## src/rtl/decode_skid_stage.sv

```systemverilog
// Elastic MIPS decode stage: a 2-entry skid buffer of {pc, instr} with
// valid/ready on both sides and flush; all decoded fields come from the head entry.
module decode_skid_stage #(
    parameter int XLEN = 32,
    parameter int PC_W = 32
) (
    input  logic            clk,
    input  logic            rst,
    input  logic            flush,
    input  logic            in_valid,
    output logic            in_ready,
    input  logic [31:0]     in_instr,
    input  logic [PC_W-1:0] in_pc,
    output logic            out_valid,
    input  logic            out_ready,
    output logic [PC_W-1:0] out_pc,
    output logic [5:0]      out_opcode,
    output logic [4:0]      out_rs,
    output logic [4:0]      out_rt,
    output logic [4:0]      out_rd,
    output logic [4:0]      out_shamt,
    output logic [5:0]      out_funct,
    output logic [15:0]     out_imm16,
    output logic [XLEN-1:0] out_imm_sext,
    output logic [XLEN-1:0] out_imm_zext,
    output logic [25:0]     out_target,
    output logic [PC_W-1:0] out_jump_addr,
    output logic [1:0]      out_fmt,
    output logic [1:0]      out_count
);

    typedef enum logic [1:0] {
        ST_EMPTY = 2'd0,
        ST_ONE   = 2'd1,
        ST_FULL  = 2'd2
    } state_t;

    state_t            state_q, state_d;
    logic [PC_W-1:0]   head_pc_q, head_pc_d, tail_pc_q, tail_pc_d;
    logic [31:0]       head_instr_q, head_instr_d, tail_instr_q, tail_instr_d;
    logic              push_s, pop_s;

    assign in_ready  = (state_q != ST_FULL) & ~rst;
    assign out_valid = (state_q != ST_EMPTY);
    assign out_count = state_q;
    assign push_s    = in_valid & in_ready;
    assign pop_s     = out_valid & out_ready;

    // Next-state and buffer-entry steering; flush overrides any push or pop.
    always_comb begin
        state_d      = state_q;
        head_pc_d    = head_pc_q;
        head_instr_d = head_instr_q;
        tail_pc_d    = tail_pc_q;
        tail_instr_d = tail_instr_q;
        if (flush) begin
            state_d = ST_EMPTY;
        end else begin
            case (state_q)
                ST_EMPTY: begin
                    if (push_s) begin
                        head_pc_d    = in_pc;
                        head_instr_d = in_instr;
                        state_d      = ST_ONE;
                    end else begin
                        state_d = ST_EMPTY;
                    end
                end
                ST_ONE: begin
                    if (push_s && pop_s) begin
                        head_pc_d    = in_pc;
                        head_instr_d = in_instr;
                        state_d      = ST_ONE;
                    end else if (push_s) begin
                        tail_pc_d    = in_pc;
                        tail_instr_d = in_instr;
                        state_d      = ST_FULL;
                    end else if (pop_s) begin
                        state_d = ST_EMPTY;
                    end else begin
                        state_d = ST_ONE;
                    end
                end
                ST_FULL: begin
                    if (pop_s) begin
                        head_pc_d    = tail_pc_q;
                        head_instr_d = tail_instr_q;
                        state_d      = ST_ONE;
                    end else begin
                        state_d = ST_FULL;
                    end
                end
                default: state_d = ST_EMPTY;
            endcase
        end
    end

    // State and entry registers with synchronous reset to all-zero.
    always_ff @(posedge clk) begin
        if (rst) begin
            state_q      <= ST_EMPTY;
            head_pc_q    <= {PC_W{1'b0}};
            head_instr_q <= 32'd0;
            tail_pc_q    <= {PC_W{1'b0}};
            tail_instr_q <= 32'd0;
        end else begin
            state_q      <= state_d;
            head_pc_q    <= head_pc_d;
            head_instr_q <= head_instr_d;
            tail_pc_q    <= tail_pc_d;
            tail_instr_q <= tail_instr_d;
        end
    end

    assign out_pc       = head_pc_q;
    assign out_opcode   = head_instr_q[31:26];
    assign out_rs       = head_instr_q[25:21];
    assign out_rt       = head_instr_q[20:16];
    assign out_rd       = head_instr_q[15:11];
    assign out_shamt    = head_instr_q[10:6];
    assign out_funct    = head_instr_q[5:0];
    assign out_imm16    = head_instr_q[15:0];
    assign out_imm_sext = XLEN'($signed(head_instr_q[15:0]));
    assign out_imm_zext = XLEN'(head_instr_q[15:0]);
    assign out_target   = head_instr_q[25:0];

    // Only the region bits of pc+4 matter: they carry in when pc[27:2] is all ones.
    generate
        if (PC_W > 28) begin : g_region
            logic [PC_W-29:0] region_s;
            assign region_s      = head_pc_q[PC_W-1:28] + (PC_W-28)'(&head_pc_q[27:2]);
            assign out_jump_addr = {region_s, head_instr_q[25:0], 2'b00};
        end else begin : g_no_region
            assign out_jump_addr = {head_instr_q[25:0], 2'b00};
        end
    endgenerate

    // Instruction format class from the opcode.
    always_comb begin
        case (head_instr_q[31:26])
            6'd0:       out_fmt = 2'd0;
            6'd2, 6'd3: out_fmt = 2'd1;
            default:    out_fmt = 2'd2;
        endcase
    end

endmodule

```

## config.mk

```make
export PLATFORM = sky130hd
export DESIGN_NAME = decode_skid_stage
export DESIGN_NICKNAME = d
export VERILOG_FILES = /design/src/rtl/decode_skid_stage.sv
export SDC_FILE = /design/constraint.sdc
export NUM_CORES = 1
export LEC_CHECK = 0
export CAP_MARGIN = 40
export CELL_PAD_IN_SITES_DETAIL_PLACEMENT = 0
export CELL_PAD_IN_SITES_GLOBAL_PLACEMENT = 2
export CORE_ASPECT_RATIO = 2
export CORE_MARGIN = 3
export CORE_UTILIZATION = 28
export CTS_CLUSTER_DIAMETER = 40
export DETAILED_ROUTE_END_ITERATION = 10
export PLACE_DENSITY = 0.95
export SLEW_MARGIN = 5
export SYNTH_ARGS = -nofsm -noshare
export SYNTH_HDL_FRONTEND = slang
export SYNTH_SLANG_ARGS = --single-unit
```

## constraint.sdc

```tcl
create_clock -name clk -period 4.2 [get_ports clk]
set_input_delay 0.84 -clock clk [delete_from_list [all_inputs] [get_ports clk]]
set_output_delay 0.84 -clock clk [all_outputs]
set_load 0.005 [all_outputs]
```

== Word level (Yosys, flattened, before mapping) ==
Index checks and enable logic that the tools add are counted.
Word-level totals
  output and inout bits: 208
  input port bits: 69
  logic and storage cells: 45
  register bits: 130
Cells by class
  mux-type cells: 15
  reduce and logical (&&, ||, !) cells: 10
  add/sub/neg operators: 1
  bitwise logic cells: 6
  eq/ne operators: 8
Operators with widths (count)
  $mux 32: 6
  $pmux 32 s3: 2
  $reduce_and 26->1: 1
  $eq 6x2->1 const B: 2
  $ne 2x2->1 const B: 4
  $logic_not 6->1: 1
  $mux 2: 3
  $pmux 2 s3: 1
  $reduce_and 5->1: 1
  $add 4x1->4: 1
  $pmux 2 s2: 1
  $reduce_and 4->1: 1
  $reduce_or 2->1: 2
  $and 1x1->1: 3
  $not 1->1: 3
  $reduce_bool 3->1: 1
  $eq 2x1->1 const B: 1
  $eq 2x2->1 const B: 1
  $logic_not 2->1: 1
  $mux 1: 2
  $reduce_bool 2->1: 1
  $logic_and 1x1->1: 1

== Depth between registers and ports, before layout ==
  word-level depth: 6
  gate-level depth with buffers: 7
  gate-level depth less buffers: 6

== Worst setup path after synthesis ==
Ideal clock, no wire load.
  kind: register to output
  start point: register head_pc_q[6], in the netlist out_pc[6]
  end point: output port out_jump_addr[30]
  data arrival time: 1.711 ns
  path slack: 1.649 ns
  required time: 3.360 ns
  cell stages (with the launch flop): 7
  path through: dfxtp_1 > nand4_1 > or4_1 > nor4_1 > ha_1 > ha_1 > xor2_1
On the way
  longest elaborated chain between the ends: 2
RTL lines
  from (decl): line 39  | logic [PC_W-1:0] head_pc_q, head_pc_d, tail_pc_q, tail_pc_d;
  from (signal assigned): line 102  | head_pc_q <= {PC_W{1'b0}};
  from (signal assigned): line 108  | head_pc_q <= head_pc_d;
  $reduce_and 26->1: line 131  | assign region_s = head_pc_q[PC_W-1:28] + (PC_W-28)'(&head_pc_q[27:2]);
  $add 4x1->4: line 131
  to (decl): line 27  | output logic [PC_W-1:0] out_jump_addr,
Every way passes these cells.

== Final worst setup path ==
  start point: register head_pc_q[3], in the netlist out_pc[3]
  end point: output port out_jump_addr[30]
Same word-level chain as after synthesis.

==> summary.txt <==
Cells and area
  – Share of cells above drive strength 1: 13.0%
  – Nets: 931
  – Post-route core utilization: 38.4%
  – Commonest non-fill, non-tap cell in the layout: clkdlybuf4s50_1
  – Most frequent cells in the layout: clkdlybuf4s50_1, dfxtp_1, a211oi_1
  – Area Growth Syn to Fin: 34.4%

Placed design
  – IO buf count: 258
  – Final HPWL from detailed placement: 13.9 mm
  – Gp weighted congestion: 0.746

CTS
  – Worst-path clk slew: 0.06 ns
  – Post-CTS Setup Bufs: 0
  – Cts repair resizes: 0
  – CTS tree: done
  – Total CTS buffers: 17
  – Root Buffer: clkbuf_16
  – Worst-Skew Late Latency: 0.43 ns
  – Clock buffer depth: 2
  – Htree depth: 4
  – Clk sinks: 130
  – Hold-fix buffers, CTS: 0

Timing
  – Final setup violation count: 0
  – Max Clk Rate: 263 MHz
  – Worst-Margin Slew: 0.838 ns
  – RSZ-0062 raised after global routing: no
  – Final Slew Violations: 0
  – Final Hold Viols: 0
  – TNS Setup: 0 ns
  – Max-slew headroom: 44.1%
  – Period utilization: 90.6%
  – Minimum clock period: 3.81 ns
  – Clk_skew: 0.00791 ns

Status
  – Status: complete, no violations

Synthesis
  – Seq/Total Area, Yosys: 36.2%
  – Largest family of logic cells by synthesized area: compound AO/OA/AOI/OAI gates
  – Mapped Avg Cell Area: 9.39 sq um
  – Area fraction in compound gates after synthesis: 26.9%
  – Cells after Synth: 766
  – Synth Area in Simple Gates: 7.10%
  – Ys Warns: 0
  – Synth unique cells: 37
  – Adder-cell area share of the yosys netlist: 0.522%
  – Post-synthesis mux area share: 8.91%
  – Synth Cell Area: 0.00719 sq mm
  – Yosys reg bits: 130
  – Post-synthesis xor/xnor area fraction: 0.244%

Die
  – Full die area: 0.0278 sq mm
  – Horiz. Die Dim: 119 um
  – Num rows: 82
  – # IOs: 277
  – Initial core utilization: 28.6%
  – Die extent in y: 233 um
  – CORE AREA: 0.0251 sq mm

Global routing
  – Initial antenna violation count: 3
  – Largest net degree at the start of global routing: 129
  – First-pass GRT wire length: 34.7 mm
  – Gr usage total: 15.7%
  – Vias in the first global route: 6020
  – Gr ovfl total: 0

Setup path
  – Reg-to-reg endpoint: head_instr_q[21]
  – Crit Path Class: reg2out
  – FF-to-FF setup slack: 2.05 ns
  – Reg2Reg Depth: 4
  – Req. time, crit path: 3.36 ns
  – Crit path arrival time: 2.97 ns
  – Critical Path Fanout Max: 3
  – CP startpoint kind: flop
  – Critical path endpoint category: output pin
  – RR Startpoint: out_count[0]
  – Setup crit end: out_jump_addr[30]
  – Critical Path Source: out_pc[3]

Drt
  – Iter 0 DRT Violations: 286
  – Drt pass-1 iters: 4
  – DRC viols: 0
  – Via density: 4.90
  – DR vias: 5939
  – Avg WL per Cell: 18.3 um
  – DRT antenna net count: 0
  – Final wirelength: 22.2 mm

Power and ir drop
  – Maximum vdd drop: 0.000199 V
  – Power Density: 352 mW/mm^2
  – Pleak: 3.49 nW

Flow run
  – Max cap viols: 0

Min path
  – Hold Path Cell Cnt: 2
  – Worst hold-check path type: reg2reg
==> kinds of logic after synthesis <==
logic type               count (synthesis)
buffers and inverters                  213
flip-flops                             130
AND/OR/NAND/NOR                         92
other                                    1
XOR/XNOR                                 2
AO/OA/AOI/OAI                          261
adder cells (fa/ha/maj)                  3
multiplexers                            64
==> cells in the mapped netlist <==
library cell,instances,share of area [%]
buf_6,7,1.1
a211oi_1,69,7.2
nor4b_4,1,0.33
a21o_1,2,0.21
and4bb_2,1,0.17
dfxtp_1,130,36
conb_1,1,0.052
or4_1,1,0.10
nand2_1,5,0.26
ha_1,3,0.52
clkbuf_4,2,0.21
a21oi_1,64,4.5
nor3_1,1,0.070
or4b_1,1,0.14
o21ai_1,60,4.2
a211oi_2,60,10
nor2b_1,2,0.17
or3b_2,1,0.12
nand2b_1,2,0.17
and2_1,1,0.087
clkbuf_2,1,0.070
clkbuf_1,22,1.1
xnor2_1,1,0.12
buf_1,8,0.42
nand4_1,6,0.52
nor3b_1,1,0.10
nor2_1,1,0.052
inv_1,1,0.052
nor4_1,2,0.17
buf_4,146,15
xor2_1,1,0.12
o21ai_0,5,0.35
or2_2,1,0.087
o22a_1,1,0.12
nand3_1,65,4.5
mux2i_1,64,8.9
buf_2,26,1.8
==> worst min-delay path by stage <==
stage | endpoint | start
floorplan | tail_pc_q[21] | tail_pc_q[21]
global placement | tail_pc_q[22] | tail_pc_q[22]
detailed placement | tail_pc_q[21] | tail_pc_q[21]
CTS | tail_pc_q[21] | tail_pc_q[21]
global route | tail_instr_q[27] | tail_instr_q[27]
finish | tail_pc_q[21] | tail_pc_q[21]
==> state kept, by name (all words and copies together), names as in the netlist <==
signal	flops
head_instr_q	32
out_pc	32
tail_instr_q	32
tail_pc_q	32
out_count	2
==> per-layer routing <==
metal | vias up | track usage (%) | share of wire, %
met5 | - | 0 | 0
met4 | 0 | 7.78 | 2.3
met3 | 17 | 3.24 | 5.2
met2 | 206 | 28.0 | 53
met1 | 2874 | 17.6 | 40
li1 | 2842 | - | -
==> worst max-delay path, stage by stage (launching register included) <==
cell             delay (ns)
dfxtp_1                0.38
nand4_1                0.11
or4_1                  0.56
nor4_1                 0.39
ha_1                   0.24
ha_1                   0.17
xor2_1                 0.17
clkdlybuf4s50_1        0.52
==> per-stage QoR <==
step | power, mW | hold slack (ns) | cell area, sq um | std cells | setup slack, ns
CTS | 3.45 | 0.476 | 9660 | 1208 | 0.330
finish | 3.40 | 0.475 | 9660 | 1211 | 0.394
global route | 3.54 | 0.496 | 9660 | 1211 | 0.191
detailed placement | 1.83 | 0.468 | 9020 | 1176 | 0.815
global placement | 1.81 | 0.459 | 8980 | 1174 | 0.912
floorplan | 1.61 | 0.453 | 7260 | 783 | 1.65
==> report_power, final <==
part / internal (mW) / total [mW] / leakage, nW / switching [mW]
sequential: 1.27 / 1.31 / 1.06 / 0.0405
combinational: 0.281 / 0.485 / 2.15 / 0.204
clock: 0.999 / 1.61 / 0.293 / 0.610
total: 2.55 / 3.40 / 3.49 / 0.855
==> final cells by class <==
type / instances / area [sq um]
antenna: 3 / 7.51
clock inverter: 15 / 206
sequential: 130 / 2600
timing repair buffer: 269 / 2750
inverter: 1 / 3.75
fill: 2506 / 15500
clock buffer: 17 / 425
tap: 336 / 420
multi-input combinational: 440 / 3250
(Power assumes the default switching activity.)
